<file path="src/rtl/mem_arbiter.sv">
// Two-port memory arbiter: instruction fetch (read-only) and data (read/write)
// share one memory with a fixed read latency. Reads occupy the memory until
// the data returns; writes complete in the accept cycle. When both ports
// request in the same cycle, the port that did not win last time is granted.
//
// state   | meaning
// --------+-------------------------------------------------------------
// ST_IDLE | memory free; requests are granted and accepted this cycle
// ST_BUSY | read in flight; counter runs down, data returns at count 0
module mem_arbiter #(
  parameter int unsigned RD_LATENCY = 1
) (
  input  logic        clk_i,
  input  logic        reset_i,
  // instruction-fetch port
  input  logic        if_req_i,
  input  logic [31:0] if_addr_i,
  output logic        if_gnt_o,
  output logic        if_rvalid_o,
  output logic [31:0] if_rdata_o,
  // data port
  input  logic        d_req_i,
  input  logic        d_we_i,
  input  logic [31:0] d_addr_i,
  input  logic [31:0] d_wdata_i,
  output logic        d_gnt_o,
  output logic        d_rvalid_o,
  output logic [31:0] d_rdata_o,
  // memory side
  output logic [31:0] mem_rd_addr_o,
  input  logic [31:0] mem_rd_data_i,
  output logic [31:0] mem_wr_addr_o,
  output logic [31:0] mem_wr_data_o,
  output logic        mem_wr_enable_o
);

  typedef enum logic {
    ST_IDLE = 1'b0,
    ST_BUSY = 1'b1
  } state_t;

  // The counter is loaded with latency-1 so that count 0 lands exactly on
  // the data-return cycle.
  localparam logic [3:0] CNT_LOAD = 4'(RD_LATENCY - 1);

  state_t      state_q;
  logic [3:0]  cnt_q;
  logic        last_d_q;   // 1: most recent accept went to the data port
  logic        owner_d_q;  // 1: read in flight belongs to the data port
  logic [31:0] rd_addr_q;

  logic        idle;
  logic        if_gnt;
  logic        d_gnt;
  logic        rd_accept;
  logic        rd_done;
  logic [31:0] accept_addr;

  // Arbitration; reset is folded in so grants drop the moment reset asserts.
  always_comb begin
    idle        = reset_i && (state_q == ST_IDLE);
    if_gnt      = idle && if_req_i && (!d_req_i || last_d_q);
    d_gnt       = idle && d_req_i && (!if_req_i || !last_d_q);
    rd_accept   = if_gnt || (d_gnt && !d_we_i);
    accept_addr = if_gnt ? if_addr_i : d_addr_i;
    rd_done     = (state_q == ST_BUSY) && (cnt_q == 4'd0);
  end

  // Sequencing of reads, latency countdown and round-robin pointer.
  always_ff @(posedge clk_i or negedge reset_i) begin
    if (!reset_i) begin
      state_q   <= ST_IDLE;
      cnt_q     <= 4'd0;
      last_d_q  <= 1'b0;
      owner_d_q <= 1'b0;
      rd_addr_q <= 32'd0;
    end else begin
      case (state_q)
        ST_IDLE: begin
          if (if_gnt || d_gnt) begin
            last_d_q <= d_gnt;
          end
          if (rd_accept) begin
            state_q   <= ST_BUSY;
            cnt_q     <= CNT_LOAD;
            rd_addr_q <= accept_addr;
            owner_d_q <= d_gnt;
          end
        end
        ST_BUSY: begin
          if (cnt_q == 4'd0) begin
            state_q   <= ST_IDLE;
            rd_addr_q <= 32'd0;
          end else begin
            cnt_q <= cnt_q - 4'd1;
          end
        end
        default: begin
          state_q <= ST_IDLE;
        end
      endcase
    end
  end

  // Output decode; every data bus reads zero whenever its strobe is low.
  always_comb begin
    if_gnt_o        = if_gnt;
    d_gnt_o         = d_gnt;

    if (rd_accept) begin
      mem_rd_addr_o = accept_addr;
    end else if (state_q == ST_BUSY) begin
      mem_rd_addr_o = rd_addr_q;
    end else begin
      mem_rd_addr_o = 32'd0;
    end

    if_rvalid_o     = rd_done && !owner_d_q;
    d_rvalid_o      = rd_done && owner_d_q;
    if_rdata_o      = (rd_done && !owner_d_q) ? mem_rd_data_i : 32'd0;
    d_rdata_o       = (rd_done && owner_d_q) ? mem_rd_data_i : 32'd0;

    mem_wr_enable_o = d_gnt && d_we_i;
    mem_wr_addr_o   = (d_gnt && d_we_i) ? d_addr_i : 32'd0;
    mem_wr_data_o   = (d_gnt && d_we_i) ? d_wdata_i : 32'd0;
  end

endmodule
</file>
<file path="config.mk">
export PLATFORM = sky130hd
export DESIGN_NAME = mem_arbiter
export DESIGN_NICKNAME = d
export VERILOG_FILES = /design/src/rtl/mem_arbiter.sv
export SDC_FILE = /design/constraint.sdc
export NUM_CORES = 1
export LEC_CHECK = 0
export BUFFER_PORTS_ARGS = -buffer_cell sky130_fd_sc_hd__buf_2
export CORE_AREA = 2 2 117 119
export CTS_BUF_LIST = sky130_fd_sc_hd__clkbuf_4
export CTS_CLUSTER_SIZE = 8
export DETAILED_ROUTE_END_ITERATION = 7
export DIE_AREA = 0 0 119 121
export PLACE_DENSITY_LB_ADDON = 0.12
export SETUP_SLACK_MARGIN = 0.4
export SYNTH_ARGS = -nofsm -noshare
export SYNTH_HDL_FRONTEND = slang
export SYNTH_SLANG_ARGS = --single-unit
export TNS_END_PERCENT = 5
</file>
<file path="constraint.sdc">
create_clock -name clk_i -period 3.2 [get_ports clk_i]
set_clock_uncertainty 0.05 [all_clocks]
set_input_delay 0.96 -clock clk_i [delete_from_list [all_inputs] [get_ports clk_i]]
set_output_delay 0.96 -clock clk_i [all_outputs]
set_load 0.01 [all_outputs]
</file>
==> results by group, run 1 <==
Run status
  • Run status: finished, final reports clean

Cells and area
  • Ratio of cells with drive above 1 in the final layout: 63.0%
  • Area grow syn2layout: 91.3%
  • Final #Nets: 840
  • Post-Layout Cell Count: 883

STA
  • Final setup margin: 0.0421 ns
  • Minimum clock period: 3.16 ns
  • Worst slew pin tran: 0.709 ns
  • Pins Over Slew Limit: 0
  • Hold_ws: 0.398 ns
  • Final hold violations: 0
  • Period utilization: 98.7%
  • Unrepaired setup endpoints after global routing: yes
  • Final Setup Violations: 0
  • Fmax: 317 MHz
  • Max-slew headroom: 52.8%

Clocking
  • Num CTS Buffers: 5
  • Clock Tree Buf Depth: 2
  • # clock sinks: 39
  • H-Tree Depth: 2
  • CTS clk-pin slew, worst paths: 0.13 ns
  • Clock latency on the worst-skew pair: 0.35 ns
  • Root buffer cell: clkbuf_4
  • CTS Hold Bufs: 0
  • TritonCTS clock tree: built

Floorplanning
  • Die area: 14400 sq um
  • Site Rows: 42
  • Area of the core: 13100 sq um
  • Die X: 119 um
  • Boundary pin count: 298
  • Starting density of the core: 23.3%
  • Die Y-Extent: 121 um

Logic synthesis
  • Synth top area share: 32.1%
  • Synth warn: 0
  • Mean area per synthesized cell: 7.51 sq um
  • Cell Area, Synth: 3040 sq um
  • Synth cell types: 30
  • Largest area contributor in the netlist: dfrtp_1
  • Fraction of synthesized area in multiplexers: 0%
  • Simple-Gate Fraction of Synth Area: 44.3%
  • Adder-cell area share of the yosys netlist: 0.822%
  • Ranking of synthesized cells by area: dfrtp_1 (32%), and2_1 (13%), and3_1 (13%)
  • Main combinational cell family by area after synthesis: simple AND/OR/NAND/NOR gates
  • Yosys reg bits: 39
  • Post-synth net total: 540
  • Sequential area share after synthesis: 32.1%
  • Post-Synth XOR/XNOR Area: 0%
  • Cells after synthesis: 405
  • Post-synthesis compound-gate area fraction: 15.1%

Power
  • Pwr dens: 554 nW/um^2
  • Peak VDD IR: 0.000272 V
  • Static leakage: 3.20 nW
  • Pwr Total: 3.22 mW

Route
  • Final wirelength: 14700 um
  • Mean routed wirelength per cell: 16.6 um
  • DRC Markers: 0
  • Routed vias/inst: 4.62
  • Routed vias: 4078
  • Routed Antenna Nets: 0
  • First drt pass iteration count: 4
  • Initial DRC Count: 175

Placement
  • Dpl hpwl: 10100 um
  • Dpl ws: 0.0295 ns
  • Gpl congestion: 0.816
  • IO Port Bufs: 297
  • Cell total after placement: 856

GRT
  • First-pass GRT wire length: 21100 um
  • Largest net degree at the start of global routing: 67
  • Vias in the first global route: 3859
  • Initial antenna violation count: 1
  • GRT Overall Usage: 18.4%
  • GRT overflow: 0

Setup path
  • Max stage delay on crit path: 0.39 ns
  • Crit path max fanout: 8
  • CP dominant cell by count: buf_12
  • CP required: 2.19 ns
  • CP max stage cell: or3b_4
  • Crit path kind: input pin to primary output
  • Worst EP arrival: 2.15 ns
  • Startpoint types: input pin
  • Crit-path cells: buf_6 > or3b_4 > nor2_4 > buf_12 > buf_12 > a22oi_2 > nand2_1 > buf_2
  • Endpoint class of the critical path: primary output

Job
  • Max-Cap Viols: 0

Min path
  • Worst Hold Class: input pin to asynchronous set/reset pin
[report_power, final]
part | switching (mW) | total [mW] | internal (mW)
sequential | 0.162 | 0.893 | 0.731
clock | 0.176 | 0.337 | 0.161
combinational | 1.08 | 1.99 | 0.911
total | 1.42 | 3.22 | 1.80
[layout by cell type, fill, tap and decap left out, types with 3 or more instances in the layout]
cell	count
dfrtp_1	39
buf_2	243
buf_6	54
and2_1	53
o21ai_0	23
a22oi_2	22
nor2_4	7
and3_4	60
buf_12	6
nand2_1	100
o21ai_1	13
and3_1	4
clkbuf_4	5
nand2b_1	3
a22oi_1	10
and2_4	12
buf_4	19
[synthesized netlist by cell type]
| library cell | n |
|---|---|
| a21bo_2 | 1 |
| nor2b_1 | 2 |
| clkbuf_1 | 15 |
| o21ai_1 | 13 |
| buf_2 | 8 |
| nor2_1 | 3 |
| o21ai_0 | 23 |
| a22oi_1 | 32 |
| nand2_1 | 100 |
| a21oi_1 | 2 |
| ha_1 | 2 |
| or3b_4 | 1 |
| nand2b_4 | 1 |
| or3b_1 | 1 |
| nor3b_1 | 1 |
| nand3b_1 | 1 |
| o211ai_1 | 1 |
| nor2_8 | 2 |
| nand2b_1 | 3 |
| or3_1 | 2 |
| buf_6 | 7 |
| clkbuf_2 | 5 |
| inv_1 | 3 |
| and3_1 | 64 |
| and2_1 | 65 |
| o22ai_1 | 2 |
| buf_4 | 3 |
| dfrtp_1 | 39 |
| nor2_4 | 1 |
| nand3_1 | 2 |
[logic make-up after synthesis]
group	count (synthesis)
compound gates	74
buf+inv	41
simple gates	249
flops	39
fa+ha+maj	2
[through the flow]
stage	utilization (%)	area, sq um	setup TNS [ns]
4_1_cts	38.7	5070	0
5_1_grt	44.5	5820	-0.247
2_1_floorplan	-	3190	0
6_report	44.5	5820	0
3_5_place_dp	36.8	4820	0
3_3_place_gp	36.8	4820	0
[state kept, by name, summed over array words and instances, names as in the netlist]
register   flops
cnt_q          4
last_d_q       1
rd_addr_q     32
state_q        1
owner_d_q      1
[critical path, delay by kind of cell]
| kind | cells | cell delay (ns) |
|---|---|---|
| buffers and inverters | 4 | 0.49 |
| AND/OR/NAND/NOR | 3 | 0.61 |
| AO/OA/AOI/OAI | 1 | 0.07 |
[path summary, 6_finish.rpt]
path | from | end | slack [ns] | cells after the start
min | reset_i | owner_d_q$_DFFE_PN0P_ | 0.40 | 2
max reg2reg | cnt_q[0]$_DFFE_PN0P_ | rd_addr_q[18]$_DFFE_PN0P_ | 1.22 | 8
max | d_we_i | mem_rd_addr_o[30] | 0.04 | 8
min in group clk_i | rd_addr_q[15]$_DFFE_PN0P_ | rd_addr_q[15]$_DFFE_PN0P_ | 0.47 | 2
min reg2reg | rd_addr_q[15]$_DFFE_PN0P_ | rd_addr_q[15]$_DFFE_PN0P_ | 0.47 | 2
max in group asynchronous | reset_i | rd_addr_q[12]$_DFFE_PN0P_ | 2.15 | 2
[routing by layer]
layer	part of all wire, %	vias up	global-route usage (%)
met5	0	-	0
met4	1.3	0	3.35
met3	6.0	13	3.57
met2	52	157	33.9
met1	40	1936	22.4
li1	-	1972	-
[cell type report]
type / instances / area (sq um)
fill: 1356 / 7260
multi-input combinational: 330 / 2370
timing repair buffer: 326 / 2170
sequential: 39 / 976
tap: 176 / 220
clock inverter: 3 / 38.8
clock buffer: 5 / 37.5
inverter: 3 / 11.3
antenna: 1 / 2.50
[what timing repair did]
item | 4_1_cts | 5_1_grt
buffers inserted | 7 | 4
resized for setup | 13 | 131
pin swaps | 15 | 97
endpoints found under the hold margin | 0 | 0
cloned | 5 | 2
setup endpoints to repair | 164 | 165
No activity file was read; power rests on OpenSTA's default activity.
==> run 2: changes to the inputs <==
==> constraint.sdc (replaced) <==
create_clock -name clk_i -period 3.8 [get_ports clk_i]
set_clock_uncertainty 0.05 [all_clocks]
set_input_delay 1.14 -clock clk_i [delete_from_list [all_inputs] [get_ports clk_i]]
set_output_delay 1.14 -clock clk_i [all_outputs]
set_load 0.01 [all_outputs]
==> results by group, run 2 (synthesized netlist as in run 1, its figures left out) <==
Run status
  • Run status: finished, final reports clean

STA
  • Fmax: 282 MHz
  • Final hold violations: 0 (unchanged)
  • Unrepaired setup endpoints after global routing: yes
  • Worst slew pin tran: 0.625 ns (-0.0836 ns)
  • Setup_tns: 0 ns (unchanged)
  • Max-slew headroom: 58.3% (+5.5 points)
  • Final Setup Violations: 0 (unchanged)
  • Pins Over Slew Limit: 0 (unchanged)
  • Period utilization: 93.4%
  • Minimum clock period: 3.55 ns

Route
  • Final wirelength: 13300 um (-9.2%)
  • First drt pass iteration count: 4 (unchanged)
  • Routed vias: 3958 (-2.9%)
  • Routed Antenna Nets: 0 (unchanged)
  • Mean routed wirelength per cell: 15.4 um (-7.6%)
  • Initial DRC Count: 148 (-15%)
  • DRC Markers: 0 (unchanged)
  • Routed vias/inst: 4.56 (-1.3%)

Floorplanning
  • Site Rows: 42 (unchanged)
  • Starting density of the core: 23.3% (unchanged)
  • Die Y-Extent: 121 um (unchanged)
  • Area of the core: 13100 sq um (unchanged)
  • Die X: 119 um (unchanged)
  • Die area: 14400 sq um (unchanged)
  • Boundary pin count: 298 (unchanged)

Setup path
  • Worst r2r path cells: 5 (-3)
  • Crit-path cells: buf_2 > or3b_4 > nor2_4 > buf_12 > a22oi_1 > nand2_1 > buf_2
  • Max stage delay on crit path: 0.41 ns (+0.02 ns)
  • Crit path kind: input pin to primary output
  • Crit path max fanout: 29 (+21)
  • CP dominant cell by count: buf_2
  • Startpoint types: input pin
  • Worst EP arrival: 2.36 ns (+0.21 ns)
  • Endpoint class of the critical path: primary output
  • CP max stage cell: or3b_4
  • CP required: 2.61 ns (+0.42 ns)

Clocking
  • Clock latency on the worst-skew pair: 0.33 ns (-0.02 ns)
  • CTS Hold Bufs: 0 (unchanged)
  • TritonCTS clock tree: built
  • Root buffer cell: clkbuf_4
  • Num CTS Buffers: 5 (unchanged)
  • H-Tree Depth: 2 (unchanged)
  • # clock sinks: 39 (unchanged)
  • CTS clk-pin slew, worst paths: 0.10 ns (-0.03 ns)
  • Clock Tree Buf Depth: 2 (unchanged)

Cells and area
  • Most frequent cells in the layout: buf_2 (297), nand2_1 (100), and2_1 (65), and3_1 (64), dfrtp_1 (39)
  • Area grow syn2layout: 58.7%
  • Multi-input logic area: 1890 sq um (-20%)
  • Largest regs: rd_addr_q x32, cnt_q x4
  • Final #Nets: 826 (-1.7%)
  • Ratio of cells with drive above 1 in the final layout: 48.3% (-15 points)
  • Register area: 976 sq um (unchanged)
  • Most common cell after layout, fill and taps aside: buf_2
  • Diodes inserted: 0 (-1)
  • Fillcell total: 1440 (+6.2%)
  • Max FFs per register: 32 (unchanged)
  • Fin util: 36.9% (-7.6 points)
  • Largest register by flop count: rd_addr_q

Power
  • Seq pwr share: 31.6% (+3.9 points)
  • Static leakage: 3.15 nW (-1.4%)
  • Logic pwr share: 59.3% (-2.5 points)
  • Peak VDD IR: 0.000163 V (-40%)
  • Pint: 1.28 mW (-29%)
  • Pwr dens: 492 nW/um^2 (-11%)
  • Net Sw Power: 1.10 mW (-23%)
  • Clock Power Share: 9.1% (-1.3 points)
  • Sw frac: 46.2% (+2.1 points)

GRT
  • Largest net degree at the start of global routing: 67 (unchanged)
  • Initial antenna violation count: 0 (-1)
  • Vias in the first global route: 3797 (-1.6%)
  • GRT Overall Usage: 17.4% (-0.99 points)
  • GRT overflow: 0 (unchanged)
  • First-pass GRT wire length: 20200 um (-4.4%)

Min path
  • Worst Hold Class: flop to flop
  • Hold Crit Depth: 2

Placement
  • Gpl congestion: 0.794 (-2.6%)
  • IO Port Bufs: 297 (unchanged)
  • Dpl hpwl: 10000 um (-0.78%)

Job
  • Max-Cap Viols: 0 (unchanged)
-- run 2: cell count changes in the layout (fill, tap and decap cells not counted), sizes merged --
cell,delta
buf,-10
nor2,-2
bufinv,-1
clkbuf,-1
diode,-1
-- run 2: metal layers --
metal | up-vias | wire length [um] | track usage (%)
li1 | 1939 | - | -
met1 | 1847 | 5720 | 21.5
met2 | 168 | 6780 | 32.4
met3 | 4 | 788 | 3.05
met4 | 0 | 47 | 2.31
met5 | - | 0 | 0
-- run 2: path summary, 6_finish.rpt --
| check | from | end | slack, ns |
|---|---|---|---|
| min in group asynchronous | reset_i | cnt_q[2]$_DFFE_PN0P_ | 0.75 |
| max in group asynchronous | reset_i | rd_addr_q[31]$_DFFE_PN0P_ | 2.68 |
| worst max-delay path | reset_i | mem_rd_addr_o[24] | 0.25 |
| worst min-delay path | last_d_q$_DFFE_PN0P_ | last_d_q$_DFFE_PN0P_ | 0.47 |
| worst max register to register | state_q$_DFF_PN0_ | rd_addr_q[23]$_DFFE_PN0P_ | 1.82 |
| worst min register to register | last_d_q$_DFFE_PN0P_ | last_d_q$_DFFE_PN0P_ | 0.47 |
-- run 2: through the flow --
stage | setup WS, ns | power, mW | cells | hold slack, ns | instance area (sq um)
after floorplan | 0.544 | 1.57 | 405 | 0.412 | 3040
after global placement | 0.284 | 2.09 | 853 | 0.431 | 4690
after detailed placement | 0.232 | 2.11 | 853 | 0.454 | 4690
after CTS | 0.234 | 2.41 | 868 | 0.479 | 4830
after global routing | 0.173 | 2.61 | 868 | 0.496 | 4830
final | 0.251 | 2.38 | 868 | 0.475 | 4830
-- run 2: final cells by class --
cell class	count	area share [%]
multi-input combinational	328	39.1
sequential	39	20.2
timing repair buffer	314	34.7
clock buffer	6	0.933
clock inverter	2	0.259
tap	176	4.56
inverter	3	0.233
-- run 2: what timing repair did --
action	CTS	global route
gates cloned	3	0
pin swaps	5	0
setup endpoints to repair	98	161
gates resized for setup	1	0
buffers inserted	4	0
-- run 2: power by group through the flow --
stage          combinational, mW  clock [mW]  sequential [mW]
5_1_grt                     1.58       0.250            0.782
6_report                    1.41       0.217            0.751
2_1_floorplan              0.854           0            0.713
3_3_place_gp                1.36           0            0.737
4_1_cts                     1.44       0.230            0.749
3_5_place_dp                1.37           0            0.743
-- run 2: critical path, delay by kind of cell --
family / cells / cell delay, ns
and+or+nand+nor: 3 / 0.63
buffers and inverters: 3 / 0.45
AOI/OAI and AO/OA: 1 / 0.13
